$ cat config.mk
export PLATFORM = sky130hd
export DESIGN_NAME = otter_mem_arbiter_flat
export DESIGN_NICKNAME = d
export VERILOG_FILES = /design/src/rtl/otter_mem_arbiter_if.sv /design/src/rtl/otter_mem_arbiter.sv /design/src/flat_wrapper.sv
export SDC_FILE = /design/constraint.sdc
export NUM_CORES = 1
export LEC_CHECK = 0
export ABC_AREA = 0
export BUFFER_PORTS_ARGS = -buffer_cell sky130_fd_sc_hd__buf_2
export CORE_AREA = 5 5 117 119
export CTS_CLUSTER_DIAMETER = 50
export DETAILED_ROUTE_END_ITERATION = 8
export DIE_AREA = 0 0 122 124
export GPL_TIMING_DRIVEN = 0
export HOLD_SLACK_MARGIN = 0.08
export MAX_ROUTING_LAYER = met4
export SLEW_MARGIN = 30
export SYNTH_ARGS = -nofsm -noshare
export SYNTH_HDL_FRONTEND = slang
export SYNTH_SLANG_ARGS = --single-unit
$ cat constraint.sdc
create_clock -name MEM_CLK -period 1.65 [get_ports MEM_CLK]
set_input_delay 0.165 -clock MEM_CLK [delete_from_list [all_inputs] [get_ports MEM_CLK]]
set_output_delay 0.165 -clock MEM_CLK [all_outputs]
set_load 0.01 [all_outputs]
$ cat src/rtl/otter_mem_arbiter_if.sv
// rtl/otter_mem_arbiter_if.sv - bus bundle between CPU/DMA requesters, the arbiter and the memory data port
//
// Purpose: groups every handshake and data-port signal of the memory arbiter.
// Signals:
//   CPU_* / DMA_*   requester side: REQ, WE, ADDR, DIN, SIZE, SIGN in; GNT, RVALID, RDATA out
//   MEM_*           memory side: ADDR2, DIN2, WRITE2, READ2, SIZE, SIGN out; DOUT2 in
// Modports:
//   slave   arbiter view
//   master  requester/memory view (testbench side)

interface otter_mem_arbiter_if;
  logic        CPU_REQ;
  logic        CPU_WE;
  logic [31:0] CPU_ADDR;
  logic [31:0] CPU_DIN;
  logic [1:0]  CPU_SIZE;
  logic        CPU_SIGN;
  logic        CPU_GNT;
  logic        CPU_RVALID;
  logic [31:0] CPU_RDATA;

  logic        DMA_REQ;
  logic        DMA_WE;
  logic [31:0] DMA_ADDR;
  logic [31:0] DMA_DIN;
  logic [1:0]  DMA_SIZE;
  logic        DMA_SIGN;
  logic        DMA_GNT;
  logic        DMA_RVALID;
  logic [31:0] DMA_RDATA;

  logic [31:0] MEM_ADDR2;
  logic [31:0] MEM_DIN2;
  logic        MEM_WRITE2;
  logic        MEM_READ2;
  logic [1:0]  MEM_SIZE;
  logic        MEM_SIGN;
  logic [31:0] MEM_DOUT2;

  modport slave (
    input  CPU_REQ, CPU_WE, CPU_ADDR, CPU_DIN, CPU_SIZE, CPU_SIGN,
    input  DMA_REQ, DMA_WE, DMA_ADDR, DMA_DIN, DMA_SIZE, DMA_SIGN,
    input  MEM_DOUT2,
    output CPU_GNT, CPU_RVALID, CPU_RDATA,
    output DMA_GNT, DMA_RVALID, DMA_RDATA,
    output MEM_ADDR2, MEM_DIN2, MEM_WRITE2, MEM_READ2, MEM_SIZE, MEM_SIGN
  );

  modport master (
    output CPU_REQ, CPU_WE, CPU_ADDR, CPU_DIN, CPU_SIZE, CPU_SIGN,
    output DMA_REQ, DMA_WE, DMA_ADDR, DMA_DIN, DMA_SIZE, DMA_SIGN,
    output MEM_DOUT2,
    input  CPU_GNT, CPU_RVALID, CPU_RDATA,
    input  DMA_GNT, DMA_RVALID, DMA_RDATA,
    input  MEM_ADDR2, MEM_DIN2, MEM_WRITE2, MEM_READ2, MEM_SIZE, MEM_SIGN
  );
endinterface

$ cat src/rtl/otter_mem_arbiter.sv
// rtl/otter_mem_arbiter.sv - two-requester (CPU/DMA) arbiter for a single memory data port
//
// Purpose: grants at most one of CPU/DMA per cycle, CPU first, but lets DMA in
// after CPU_BURST_MAX consecutive CPU grants taken while DMA was waiting.
// The winner's request is muxed combinationally onto the memory port; loads
// return one cycle later on the owner's RVALID.
// Ports:
//   MEM_CLK    clock, rising edge
//   MEM_RST_N  synchronous active-low reset
//   bus        otter_mem_arbiter_if.slave (requester and memory signals)

module otter_mem_arbiter #(
  parameter int CPU_BURST_MAX = 4
) (
  input logic                  MEM_CLK,
  input logic                  MEM_RST_N,
  otter_mem_arbiter_if.slave   bus
);

  localparam logic [3:0] BURST_MAX = 4'(CPU_BURST_MAX);

  logic [3:0] burst_cnt;
  logic       rd_pend;
  logic       rd_owner;   // 0 = CPU, 1 = DMA
  logic       cpu_gnt;
  logic       dma_gnt;

  // DMA wins if CPU is idle, or if the CPU has used up its burst allowance.
  always_comb begin
    dma_gnt = 1'b0;
    cpu_gnt = 1'b0;
    if (MEM_RST_N) begin
      dma_gnt = bus.DMA_REQ && (!bus.CPU_REQ || burst_cnt == BURST_MAX);
      cpu_gnt = bus.CPU_REQ && !dma_gnt;
    end
  end

  always_comb begin
    bus.MEM_ADDR2  = 32'd0;
    bus.MEM_DIN2   = 32'd0;
    bus.MEM_WRITE2 = 1'b0;
    bus.MEM_READ2  = 1'b0;
    bus.MEM_SIZE   = 2'd0;
    bus.MEM_SIGN   = 1'b0;
    if (cpu_gnt) begin
      bus.MEM_ADDR2  = bus.CPU_ADDR;
      bus.MEM_DIN2   = bus.CPU_DIN;
      bus.MEM_WRITE2 = bus.CPU_WE;
      bus.MEM_READ2  = !bus.CPU_WE;
      bus.MEM_SIZE   = bus.CPU_SIZE;
      bus.MEM_SIGN   = bus.CPU_SIGN;
    end else if (dma_gnt) begin
      bus.MEM_ADDR2  = bus.DMA_ADDR;
      bus.MEM_DIN2   = bus.DMA_DIN;
      bus.MEM_WRITE2 = bus.DMA_WE;
      bus.MEM_READ2  = !bus.DMA_WE;
      bus.MEM_SIZE   = bus.DMA_SIZE;
      bus.MEM_SIGN   = bus.DMA_SIGN;
    end
  end

  assign bus.CPU_GNT   = cpu_gnt;
  assign bus.DMA_GNT   = dma_gnt;
  assign bus.CPU_RDATA = bus.MEM_DOUT2;
  assign bus.DMA_RDATA = bus.MEM_DOUT2;

  // Reset gating here suppresses a load granted just before reset went low,
  // since rd_pend is only cleared at the following edge.
  assign bus.CPU_RVALID = MEM_RST_N && rd_pend && !rd_owner;
  assign bus.DMA_RVALID = MEM_RST_N && rd_pend &&  rd_owner;

  always_ff @(posedge MEM_CLK) begin
    if (!MEM_RST_N) begin
      burst_cnt <= 4'd0;
      rd_pend   <= 1'b0;
      rd_owner  <= 1'b0;
    end else begin
      rd_pend  <= (cpu_gnt && !bus.CPU_WE) || (dma_gnt && !bus.DMA_WE);
      rd_owner <= dma_gnt;
      if (dma_gnt || !bus.DMA_REQ)
        burst_cnt <= 4'd0;
      else if (cpu_gnt && burst_cnt != BURST_MAX)
        burst_cnt <= burst_cnt + 4'd1;
    end
  end

endmodule

$ cat src/flat_wrapper.sv
// flat-port wrapper written by rule: the top's interface ports become plain ports
module otter_mem_arbiter_flat 
#(
  parameter int CPU_BURST_MAX = 4
)
  (MEM_CLK, MEM_RST_N, bus_CPU_REQ, bus_CPU_WE, bus_CPU_ADDR, bus_CPU_DIN, bus_CPU_SIZE, bus_CPU_SIGN, bus_DMA_REQ, bus_DMA_WE, bus_DMA_ADDR, bus_DMA_DIN, bus_DMA_SIZE, bus_DMA_SIGN, bus_MEM_DOUT2, bus_CPU_GNT, bus_CPU_RVALID, bus_CPU_RDATA, bus_DMA_GNT, bus_DMA_RVALID, bus_DMA_RDATA, bus_MEM_ADDR2, bus_MEM_DIN2, bus_MEM_WRITE2, bus_MEM_READ2, bus_MEM_SIZE, bus_MEM_SIGN);
  otter_mem_arbiter_if bus_i ();
  input logic MEM_CLK;
  input logic MEM_RST_N;
  input wire logic [$bits(bus_i.CPU_REQ)-1:0] bus_CPU_REQ;
  input wire logic [$bits(bus_i.CPU_WE)-1:0] bus_CPU_WE;
  input wire logic [$bits(bus_i.CPU_ADDR)-1:0] bus_CPU_ADDR;
  input wire logic [$bits(bus_i.CPU_DIN)-1:0] bus_CPU_DIN;
  input wire logic [$bits(bus_i.CPU_SIZE)-1:0] bus_CPU_SIZE;
  input wire logic [$bits(bus_i.CPU_SIGN)-1:0] bus_CPU_SIGN;
  input wire logic [$bits(bus_i.DMA_REQ)-1:0] bus_DMA_REQ;
  input wire logic [$bits(bus_i.DMA_WE)-1:0] bus_DMA_WE;
  input wire logic [$bits(bus_i.DMA_ADDR)-1:0] bus_DMA_ADDR;
  input wire logic [$bits(bus_i.DMA_DIN)-1:0] bus_DMA_DIN;
  input wire logic [$bits(bus_i.DMA_SIZE)-1:0] bus_DMA_SIZE;
  input wire logic [$bits(bus_i.DMA_SIGN)-1:0] bus_DMA_SIGN;
  input wire logic [$bits(bus_i.MEM_DOUT2)-1:0] bus_MEM_DOUT2;
  output wire logic [$bits(bus_i.CPU_GNT)-1:0] bus_CPU_GNT;
  output wire logic [$bits(bus_i.CPU_RVALID)-1:0] bus_CPU_RVALID;
  output wire logic [$bits(bus_i.CPU_RDATA)-1:0] bus_CPU_RDATA;
  output wire logic [$bits(bus_i.DMA_GNT)-1:0] bus_DMA_GNT;
  output wire logic [$bits(bus_i.DMA_RVALID)-1:0] bus_DMA_RVALID;
  output wire logic [$bits(bus_i.DMA_RDATA)-1:0] bus_DMA_RDATA;
  output wire logic [$bits(bus_i.MEM_ADDR2)-1:0] bus_MEM_ADDR2;
  output wire logic [$bits(bus_i.MEM_DIN2)-1:0] bus_MEM_DIN2;
  output wire logic [$bits(bus_i.MEM_WRITE2)-1:0] bus_MEM_WRITE2;
  output wire logic [$bits(bus_i.MEM_READ2)-1:0] bus_MEM_READ2;
  output wire logic [$bits(bus_i.MEM_SIZE)-1:0] bus_MEM_SIZE;
  output wire logic [$bits(bus_i.MEM_SIGN)-1:0] bus_MEM_SIGN;
  assign bus_i.CPU_REQ = bus_CPU_REQ;
  assign bus_i.CPU_WE = bus_CPU_WE;
  assign bus_i.CPU_ADDR = bus_CPU_ADDR;
  assign bus_i.CPU_DIN = bus_CPU_DIN;
  assign bus_i.CPU_SIZE = bus_CPU_SIZE;
  assign bus_i.CPU_SIGN = bus_CPU_SIGN;
  assign bus_i.DMA_REQ = bus_DMA_REQ;
  assign bus_i.DMA_WE = bus_DMA_WE;
  assign bus_i.DMA_ADDR = bus_DMA_ADDR;
  assign bus_i.DMA_DIN = bus_DMA_DIN;
  assign bus_i.DMA_SIZE = bus_DMA_SIZE;
  assign bus_i.DMA_SIGN = bus_DMA_SIGN;
  assign bus_i.MEM_DOUT2 = bus_MEM_DOUT2;
  assign bus_CPU_GNT = bus_i.CPU_GNT;
  assign bus_CPU_RVALID = bus_i.CPU_RVALID;
  assign bus_CPU_RDATA = bus_i.CPU_RDATA;
  assign bus_DMA_GNT = bus_i.DMA_GNT;
  assign bus_DMA_RVALID = bus_i.DMA_RVALID;
  assign bus_DMA_RDATA = bus_i.DMA_RDATA;
  assign bus_MEM_ADDR2 = bus_i.MEM_ADDR2;
  assign bus_MEM_DIN2 = bus_i.MEM_DIN2;
  assign bus_MEM_WRITE2 = bus_i.MEM_WRITE2;
  assign bus_MEM_READ2 = bus_i.MEM_READ2;
  assign bus_MEM_SIZE = bus_i.MEM_SIZE;
  assign bus_MEM_SIGN = bus_i.MEM_SIGN;
  otter_mem_arbiter #(.CPU_BURST_MAX(CPU_BURST_MAX)) u_core (.MEM_CLK(MEM_CLK), .MEM_RST_N(MEM_RST_N), .bus(bus_i));
endmodule
# Word level (Yosys, flattened, before mapping)
# Index checks and enable logic that the tools add are counted.
[word_totals]
in_bits = 172
ff_bits = 6
word_cells = 39
out_inout_bits = 137
[op_classes]
n_addsub = 1
n_reduce_logical = 18
muxes = 14
bitwise_logic = 1
eq_ne = 2
[ops]
columns = ["op", "count"]
rows = [
  ["32-bit two-way mux", 4],
  ["1-bit logical AND", 8],
  ["1-bit two-way mux", 8],
  ["1-bit zero test", 6],
  ["4-bit by 1-bit adder with 4-bit output, second input constant", 1],
  ["4-bit by 3-bit == test with 1-bit output, second input constant", 1],
  ["2-bit two-way mux", 2],
  ["4-bit by 3-bit != test with 1-bit output, second input constant", 1],
  ["1-bit logical OR", 3],
  ["2-bit OR reduction", 1],
  ["1-bit inverter", 1],
]

# Longest topological paths before layout
# Gate-level depths: netlist (run 1).
[logic_depth]
depth_word = 8
depth_mapped = 7
depth_no_buf = 5

# Least setup slack after synthesis (run 1)
# No wires, ideal clock.
[synth_path]
kind = "register to output"
startpoint = "reg u_core.burst_cnt[0]"
endpoint = "out bus_MEM_DIN2[23]"
t_arrival_ps = 1364
t_required_ps = 1485
stages_incl_launch_ff = 8
path_slack_ps = 121
n_path_buf = 2
path_cell_list = "dfxtp_1 -> inv_1 -> ha_1 -> nand3b_4 -> o211a_1 -> buf_6 -> buf_6 -> a22o_1"
[synth_between]
elab_chain_len = 7
word_cells_on_any_way = 9
cone_classes = "eq/ne (1); mux (4); reduce/logical (4)"
[synth_lines]
columns = ["element", "line_no", "rtl"]
rows = [
  ["start, declared", "otter_mem_arbiter.sv:22", "logic [3:0] burst_cnt;"],
  ["start signal, assigned", "otter_mem_arbiter.sv:83", "burst_cnt <= burst_cnt + 4'd1;"],
  ["4-bit by 3-bit == test with 1-bit output", "otter_mem_arbiter.sv:33", "dma_gnt = bus.DMA_REQ && (!bus.CPU_REQ || burst_cnt == BURST_MAX);"],
  ["1-bit logical OR", "otter_mem_arbiter.sv:33", ""],
  ["1-bit logical AND", "otter_mem_arbiter.sv:33", ""],
  ["1-bit zero test", "otter_mem_arbiter.sv:34", "cpu_gnt = bus.CPU_REQ && !dma_gnt;"],
  ["1-bit logical AND", "otter_mem_arbiter.sv:34", ""],
  ["1-bit two-way mux", "otter_mem_arbiter.sv:32", "if (MEM_RST_N) begin"],
  ["via bus_CPU_GNT", "flat_wrapper.sv:23", "output wire logic [$bits(bus_i.CPU_GNT)-1:0] bus_CPU_GNT;"],
  ["32-bit two-way mux", "otter_mem_arbiter.sv:45", "if (cpu_gnt) begin"],
  ["end, declared", "flat_wrapper.sv:30", "output wire logic [$bits(bus_i.MEM_DIN2)-1:0] bus_MEM_DIN2;"],
]
# The timed path passes the listed nets, and every way through them passes these cells.

# Final worst setup path (run 1)
[layout_path]
startpoint = "reg u_core.burst_cnt[1]"
endpoint = "out bus_MEM_ADDR2[2]"
[layout_between]
elab_chain_len = 7
word_cells_on_any_way = 9
cone_classes = "eq/ne (1); mux (4); reduce/logical (4)"
[layout_lines]
columns = ["element", "line_no", "rtl"]
rows = [
  ["4-bit by 3-bit == test with 1-bit output (*)", "otter_mem_arbiter.sv:33", ""],
  ["1-bit logical OR (*)", "otter_mem_arbiter.sv:33", ""],
  ["1-bit logical AND (*)", "otter_mem_arbiter.sv:33", ""],
  ["1-bit zero test", "otter_mem_arbiter.sv:34", ""],
  ["1-bit logical AND", "otter_mem_arbiter.sv:34", ""],
  ["1-bit two-way mux", "otter_mem_arbiter.sv:32", ""],
  ["32-bit two-way mux (*)", "otter_mem_arbiter.sv:45", ""],
  ["end, declared", "flat_wrapper.sv:29", "output wire logic [$bits(bus_i.MEM_ADDR2)-1:0] bus_MEM_ADDR2;"],
]
# Mark *: on every way between the ends. The rest lies on a longest branch, timed or not.

==> results.md, run 1 <==
* Compound-Gate Fraction of Synth Area at 0.415
* Leading cell type in the layout, fill and taps excluded: buf_2
* Mux share of post-synthesis cell area at 0.00645
* Primary FF master, synth: dfxtp_1
* Detailed router's first-iteration violation count at 44
* Crit path launch: u_core.burst_cnt[1]$_SDFFE_PP0P_
* Hold Worst Slack at between 200 and 250 ps
* Total Die Area at 0.0151 mm^2
* Tightest Hold Check Type: in -> reg
* Total congestion overflow after global routing at 0
* Cells after Synth at 181
* Max-cap check violation count at 0
* Post-route clock skew at 2.28 ps
* Buffer levels on the longest clock path at 2
* Category of the most critical setup path: reg -> out
* Highest metal layer with signal wires: met4
* Largest net degree at the start of global routing at 11
* Area occupied by multi-input gates at between 700 and 800 um^2
* Total clock sinks at 6
* Cell row count at between 40 and 50
* Maximum frequency from static timing analysis at ~0.52 GHz
* Synthesized-area fraction occupied by and/or/nand/nor cells at 0.0467
* I/O Pins at a little over 300
* Initial Util at 0.125
* Worst R2R Path Depth at 8
* Seq. cell area at ~120 um^2
* Worst EP required at 1480 ps
* Floorplan die height at about 120 um
* Number of max-slew violations in the final report at 0
* Area of the core at ~0.012 mm^2
* Power Dens Cells at between 300 and 400 mW/mm^2
* Launching element type of the critical path: flop
* Post-synthesis area per instance at around 8.6 um^2
* Part of the cycle the worst path needs at 1.17
* Proportion of layout cells with a drive suffix above 1 at 0.800
* Final worst path period need at between 1500 and 2000 ps
* First drt pass iteration count at 4
* Total number of vias at around 2.4k
* Relative area change from synthesis to final layout at 126%
* Number of enable flip-flop cells after synthesis at 0
* Setup TNS after final layout at -15,840 ps
* Number of register bits inferred by synthesis at 6
* Final Hold Vio Count at 0
* Transition time at the pin with the least slew margin at about 190 ps
* Share of synthesized cell area in full adder, half adder and majority cells at 0.0161
* Total Wirelength at 8930 um
* Clk pin slew, worst setup/hold paths at ~30 ps
* Cell at the root of the clock tree: clkbuf_16
* Overall power of the completed layout at ~1.4 mW
* Non-Filler Cell Area, Final at between 0.003 and 0.004 mm^2
* Clock tree from TritonCTS: yes
* Mapped Area at approximately 0.0016 mm^2
* Final setup violation count at between 70 and 80
* Nature of the critical path endpoint: primary output
* Wire length of the first global-routing pass at 11,100 um
* Yosys warnings at 0
* Main combinational cell family by area after synthesis: buffers and inverters
* Final HPWL from detailed placement at about 7500 um
* Net total in the final layout at between 600 and 700
* Post-synth net total at around 360
* Final estimated routing congestion in global placement at between 0.7 and 0.8
* Routed length on met1 at 3070 um
* Min setup slack post-route at -277 ps
* Met3 wirelength from detailed routing at around 990 um
* Endpoint of the worst-slack reg-to-reg timing path: u_core.rd_pend$_SDFF_PN0_
* Leakage dissipation at roughly 2.1 nW
* Violated checks: negative setup slack
* Worst R2R Setup Slack at approximately 280 ps
* Number of antenna violations at the first check in global routing at 1
* Portion of the post-synthesis area used by sequential elements at 0.0774
* Number of port buffers at approximately 280
* Number of routed nets with antenna violations at 0
* Later-pin clock latency in the skew report at 220 ps
* IR Drop Worst-Case VDD at about 280 uV
* Fillers at 1,375
* Critical path endpoint: bus_MEM_ADDR2[2]
* Dpl cell area at 0.00315 mm^2
* Headroom to the max-slew limit at 0.875
* Total number of H-tree levels at 1
* Worst EP arrival at approximately 1800 ps
* Vias per Instance at between 3 and 4
* Unrepaired setup endpoints after global routing: true
* Number of global-route vias before repair at roughly 2.2k
* Number of unique standard cell types used by synthesis at 17
* Chip Width at 122 um
* Commonest cells after routing, fill and taps aside: 270 x buf_2, 70 x a22o_1, 70 x buf_4
* DRC violations left at 0
* Cell depth of the worst min-delay path at 2
* Number of hold buffers added after cts at 0
* Total global routing track utilization at 0.0945
* Proportion of register bits with asynchronous set or reset after synthesis at 0
* DR WL met2 at between 4000 and 5000 um
* Clock buffer count from CTS at 3
* Highest fanout seen on the critical path at 9
* WL/cell at 13.8 um
* Result of the run: finished, violations left
* Fraction of synthesized cell area in xor and xnor cells at 0.00564
* Beginning of the worst register-to-register path: u_core.burst_cnt[1]$_SDFFE_PP0P_
timing repair:
item,CTS,global route
endpoints found under the setup margin,71,71
resized for setup,22,7
buffers inserted,9,2
pin swaps,5,8
cloned,0,3
metal layers:
| metal | global-route usage | up-vias |
|---|---|---|
| li1 | - | 1204 |
| met1 | 0.107 | 1045 |
| met2 | 0.182 | 175 |
| met3 | 0.0141 | 2 |
| met4 | 0.0105 | 0 |
| met5 | - | - |
state kept, by name (all words and copies together) (netlist names):
name and count:
u_core.burst_cnt 4, u_core.rd_owner 1, u_core.rd_pend 1
kinds of logic (layout without fill, tap and decap cells):
group                      after synthesis  after routing
and+or+nand+nor                         13             13
other                                    0              1
AOI/OAI and AO/OA                       73             73
muxes                                    1              1
xor gates and xnor gates                 1              1
adders and majority gates                2              2
DFF                                      6              6
buffers and inverters                   85            378
worst min-delay path by stage:
stage | startpoint | to | slack, ps
after CTS | bus_CPU_REQ | u_core.rd_owner$_SDFF_PN0_ | 200
after detailed placement | bus_CPU_REQ | u_core.rd_owner$_SDFF_PN0_ | 420
after floorplan | bus_CPU_REQ | u_core.rd_owner$_SDFF_PN0_ | 260
final | bus_CPU_REQ | u_core.rd_owner$_SDFF_PN0_ | 210
after global placement | bus_CPU_REQ | u_core.rd_owner$_SDFF_PN0_ | 430
after global routing | bus_CPU_REQ | u_core.rd_owner$_SDFF_PN0_ | 210
through the flow:
stage          utilization  setup WS [ps]  instances
6_report             0.281           -277        647
5_1_grt              0.281           -390        647
4_1_cts              0.271           -281        641
3_5_place_dp         0.253           -320        629
3_3_place_gp         0.253           -317        629
2_1_floorplan            -            121        181
report_power, final:
group	internal [mW]	switching (mW)
registers	0.150	0.00190
logic	0.487	0.341
clock network	0.310	0.0741
total	0.947	0.417
cells in the mapped netlist (2+ instances only):
cell type	number	area, um^2
a22o_1	70	613
buf_4	64	480
buf_6	15	169
dfxtp_1	6	120
ha_1	2	25.0
inv_1	6	22.5
nand2_1	2	7.51
nand3_1	2	10.0
nor2_1	6	22.5
worst max-delay path: stages (launching register included):
cell      delay [ps]
dfxtp_2          320
inv_2             60
ha_4             150
nand3b_4          80
o211a_1          250
buf_12           160
buf_12           130
a22o_1           230
buf_2            150
cell type report:
type,instances,area share
flip-flops and latches,6,0.0350
multi-input cells,90,0.221
clock buffers,3,0.0214
repair buffers,290,0.458
plain buffers,79,0.197
inverters,6,0.00642
diodes,1,0.000714
well taps,172,0.0614
No activity file was read; power rests on OpenSTA's default activity.
==> run 2, diff against run 1 <==
- CELL_PAD_IN_SITES_DETAIL_PLACEMENT: default -> 0
- CELL_PAD_IN_SITES_GLOBAL_PLACEMENT: default -> 1
- CORE_AREA: 5 5 117 119 -> 5 5 118 120
- DIE_AREA: 0 0 122 124 -> 0 0 123 125
- PLACE_DENSITY_LB_ADDON: default -> 0.1
==> run 2 against run 1 <==
- the flow still finishes with violations (negative setup slack)
- maximum frequency grew 2.9%
- wire length grew 2.2%
- first-iteration DRC count shrank 43%
- critical path depth is the same
- critical path type unchanged
- critical endpoint unchanged
- highest routed layer unchanged
==> results.md, run 2 (synthesized netlist as in run 1, its figures left out) <==
* Result of the run: finished, violations left (unchanged)
* Violated checks: negative setup slack (unchanged)
* DRC violations left at 0 (unchanged)
* Clock tree from TritonCTS: yes (unchanged)
* Number of routed nets with antenna violations at 0 (unchanged)
* Total congestion overflow after global routing at 0 (unchanged)
* Largest register FFs at 4 (unchanged)
* Total Wirelength at 9120 um (was 8930 um)
* Clock buffer count from CTS at 3 (unchanged)
* Buf/Inv on CP at 4 (unchanged)
* Final Hold Vio Count at 0 (unchanged)
* Later-pin clock latency in the skew report at 230 ps (was 220 ps)
* Setup TNS after final layout at -14,130 ps (was -15,840 ps)
* Total number of vias at 2,408 (was 2,426)
* Worst R2R Setup Slack at 220 ps (was 280 ps)
* Biggest regs: u_core.burst_cnt (4), u_core.rd_owner (1), u_core.rd_pend (1) (unchanged)
* Area of the core at 0.0129 mm^2 (was 0.0125 mm^2)
* Commonest cells after routing, fill and taps aside: 263 x buf_2, 70 x a22o_1, 69 x buf_4 (was 270 x buf_2, 70 x a22o_1, 70 x buf_4)
* Vias per Instance at 3.73 (was 3.75)
* Category of the most critical setup path: reg -> out (unchanged)
* Endpoint of the worst-slack reg-to-reg timing path: u_core.rd_pend$_SDFF_PN0_ (unchanged)
* Hold path startpoint: bus_CPU_REQ (unchanged)
* Worst EP required at 1480 ps (about the same)
* Hold Worst Slack at 219 ps (was 212 ps)
* Category of cells accounting for the largest share of critical-path delay: buffers and inverters (unchanged)
* Min setup slack post-route at -222 ps (was -277 ps)
* Number of global-route vias before repair at 2,499 (was 2,234)
* Final estimated routing congestion in global placement at 0.758 (was 0.757)
* Clk pin slew, worst setup/hold paths at 40 ps (was 30 ps)
* Total clock sinks at 6 (unchanged)
* WL/cell at 14.1 um (was 13.8 um)
* Number of max-slew violations in the final report at 0 (unchanged)
* Detailed router's first-iteration violation count at 25 (was 44)
* Largest net degree at the start of global routing at 12 (was 11)
* Power Dens Cells at 392 mW/mm^2 (was 389 mW/mm^2)
* Diodes inserted at 0 (was 1)
* Total global routing track utilization at 0.108 (was 0.0945)
* Part of the cycle the worst path needs at 1.13 (was 1.17)
* I/O Pins at 309 (unchanged)
* Cell row count at 42 (was 41)
* IR Drop Worst-Case VDD at 193 uV (was 284 uV)
* Endpoint with the worst hold slack: u_core.rd_owner$_SDFF_PN0_ (unchanged)
* Worst EP arrival at 1710 ps (was 1760 ps)
* Nature of the critical path endpoint: primary output (unchanged)
* Number of antenna violations at the first check in global routing at 0 (was 1)
* Relative area change from synthesis to final layout at 126% (about the same)
* Proportion of layout cells with a drive suffix above 1 at 0.797 (was 0.800)
* Wire length of the first global-routing pass at 12,800 um (was 11,100 um)
* Maximum frequency from static timing analysis at 0.534 GHz (was 0.519 GHz)
* Area occupied by multi-input gates at 773 um^2 (unchanged)
* Beginning of the worst register-to-register path: u_core.burst_cnt[1]$_SDFFE_PP0P_ (unchanged)
* Cell type of the slowest stage on the worst timing path: dfxtp_2 (unchanged)
* Post-route clock skew at 3.57 ps (was 2.28 ps)
* Worst R2R Path Depth at 7 (was 8)
* Max-cap check violation count at 0 (unchanged)
* Largest Register: u_core.burst_cnt (unchanged)
* First drt pass iteration count at 4 (unchanged)
* Post-Place Worst Slack at -234 ps (was -320 ps)
* Chip Width at 123 um (was 122 um)
* Cell at the root of the clock tree: clkbuf_16 (unchanged)
* Headroom to the max-slew limit at 0.869 (was 0.875)
* Final HPWL from detailed placement at 8040 um (was 7510 um)
* Launching element type of the critical path: flop (unchanged)
* Cell depth of the worst min-delay path at 2 (unchanged)
* Total Die Area at 0.0154 mm^2 (was 0.0151 mm^2)
* Slowest cell delay on critical path at 310 ps (was 320 ps)
* Unrepaired setup endpoints after global routing: true (unchanged)
* Seq. cell area at 123 um^2 (unchanged)
* Tightest Hold Check Type: in -> reg (unchanged)
* Initial Util at 0.121 (was 0.125)
* Leading cell type in the layout, fill and taps excluded: buf_2 (unchanged)
* Number of port buffers at 276 (unchanged)
* Instance count after placement with tap cells included at 633 (was 629)
* Highest fanout seen on the critical path at 8 (was 9)
* Transition time at the pin with the least slew margin at 196 ps (was 187 ps)
* Buffer levels on the longest clock path at 2 (unchanged)
* Fillers at 1,422 (was 1,375)
* Final worst path period need at 1870 ps (was 1930 ps)
* Leakage dissipation at 2.10 nW (was 2.12 nW)
* Final setup violation count at 71 (unchanged)
* Total number of H-tree levels at 1 (unchanged)
* Cell Count, Final, Fillers Out at 645 (was 647)
* Net total in the final layout at 645 (was 650)
* Cell breakdown of the critical path: inv_2, ha_4, nand3b_4, o211a_1, buf_12, buf_8, a22o_1, buf_6 (was inv_2, ha_4, nand3b_4, o211a_1, buf_12, buf_12, a22o_1, buf_2)
* Floorplan die height at 125 um (was 124 um)
run 2: cell types whose count changed in the layout (fill, tap and decap cells not counted), moves of 2 or more:
| cell | change |
|---|---|
| buf_8 | +3 |
| clkbuf_16 | -3 |
| buf_16 | +2 |
| buf_2 | -7 |
run 2: worst max-delay path by stage:
stage | slack [ps] | startpoint | to | cells after the start
after floorplan | 120 | u_core.burst_cnt[0]$_SDFFE_PP0P_ | bus_MEM_DIN2[23] | 7
after global placement | -230 | u_core.burst_cnt[0]$_SDFFE_PP0P_ | bus_MEM_ADDR2[2] | 7
after detailed placement | -230 | u_core.burst_cnt[0]$_SDFFE_PP0P_ | bus_MEM_SIZE[1] | 7
after CTS | -250 | u_core.burst_cnt[1]$_SDFFE_PP0P_ | bus_MEM_DIN2[14] | 9
after global routing | -320 | u_core.burst_cnt[1]$_SDFFE_PP0P_ | bus_MEM_ADDR2[17] | 9
final | -220 | u_core.burst_cnt[1]$_SDFFE_PP0P_ | bus_MEM_ADDR2[2] | 8
run 2: area by class of cell:
type / count / area share
flip-flops and latches: 6 / 0.0350
inverters: 6 / 0.00643
clock buffers: 3 / 0.0214
well taps: 176 / 0.0629
plain buffers: 75 / 0.181
repair buffers: 289 / 0.472
multi-input cells: 90 / 0.221
run 2: metal layers:
layer	GRT usage	share of wire	up-vias
li1	-	-	1189
met1	0.103	0.32	1042
met2	0.222	0.56	171
met3	0.0194	0.11	6
met4	0.0163	0.0065	0
met5	-	0	-
run 2: timing repair:
item / 4_1_cts / 5_1_grt
setup endpoints to repair: 71 / 71
pin swaps: 9 / 6
resized for setup: 33 / 6
hold buffers: 0 / 0
gates cloned: 2 / 0
setup buffers: 10 / 1
run 2: report_power, final:
group	internal, mW	total (mW)	switching (mW)
Sequential	0.150	0.152	0.00208
Combinational	0.492	0.828	0.335
Clock	0.311	0.393	0.0820
Total	0.954	1.37	0.419
run 2: stage by stage:
step / instance area (um^2) / utilization / total power [mW]
floorplan: 1550 / - / 0.550
global placement: 3150 / 0.245 / 0.932
detailed placement: 3150 / 0.245 / 0.928
CTS: 3470 / 0.270 / 1.39
global route: 3500 / 0.272 / 1.46
finish: 3500 / 0.272 / 1.37
run 2: worst register-to-register path, delay by kind of cell (launching register included):
kind	cells	cell delay (ps)
buffers and inverters	3	360
and+or+nand+nor	1	80
adders and majority gates	1	140
AOI/OAI and AO/OA	2	430
DFF	1	310
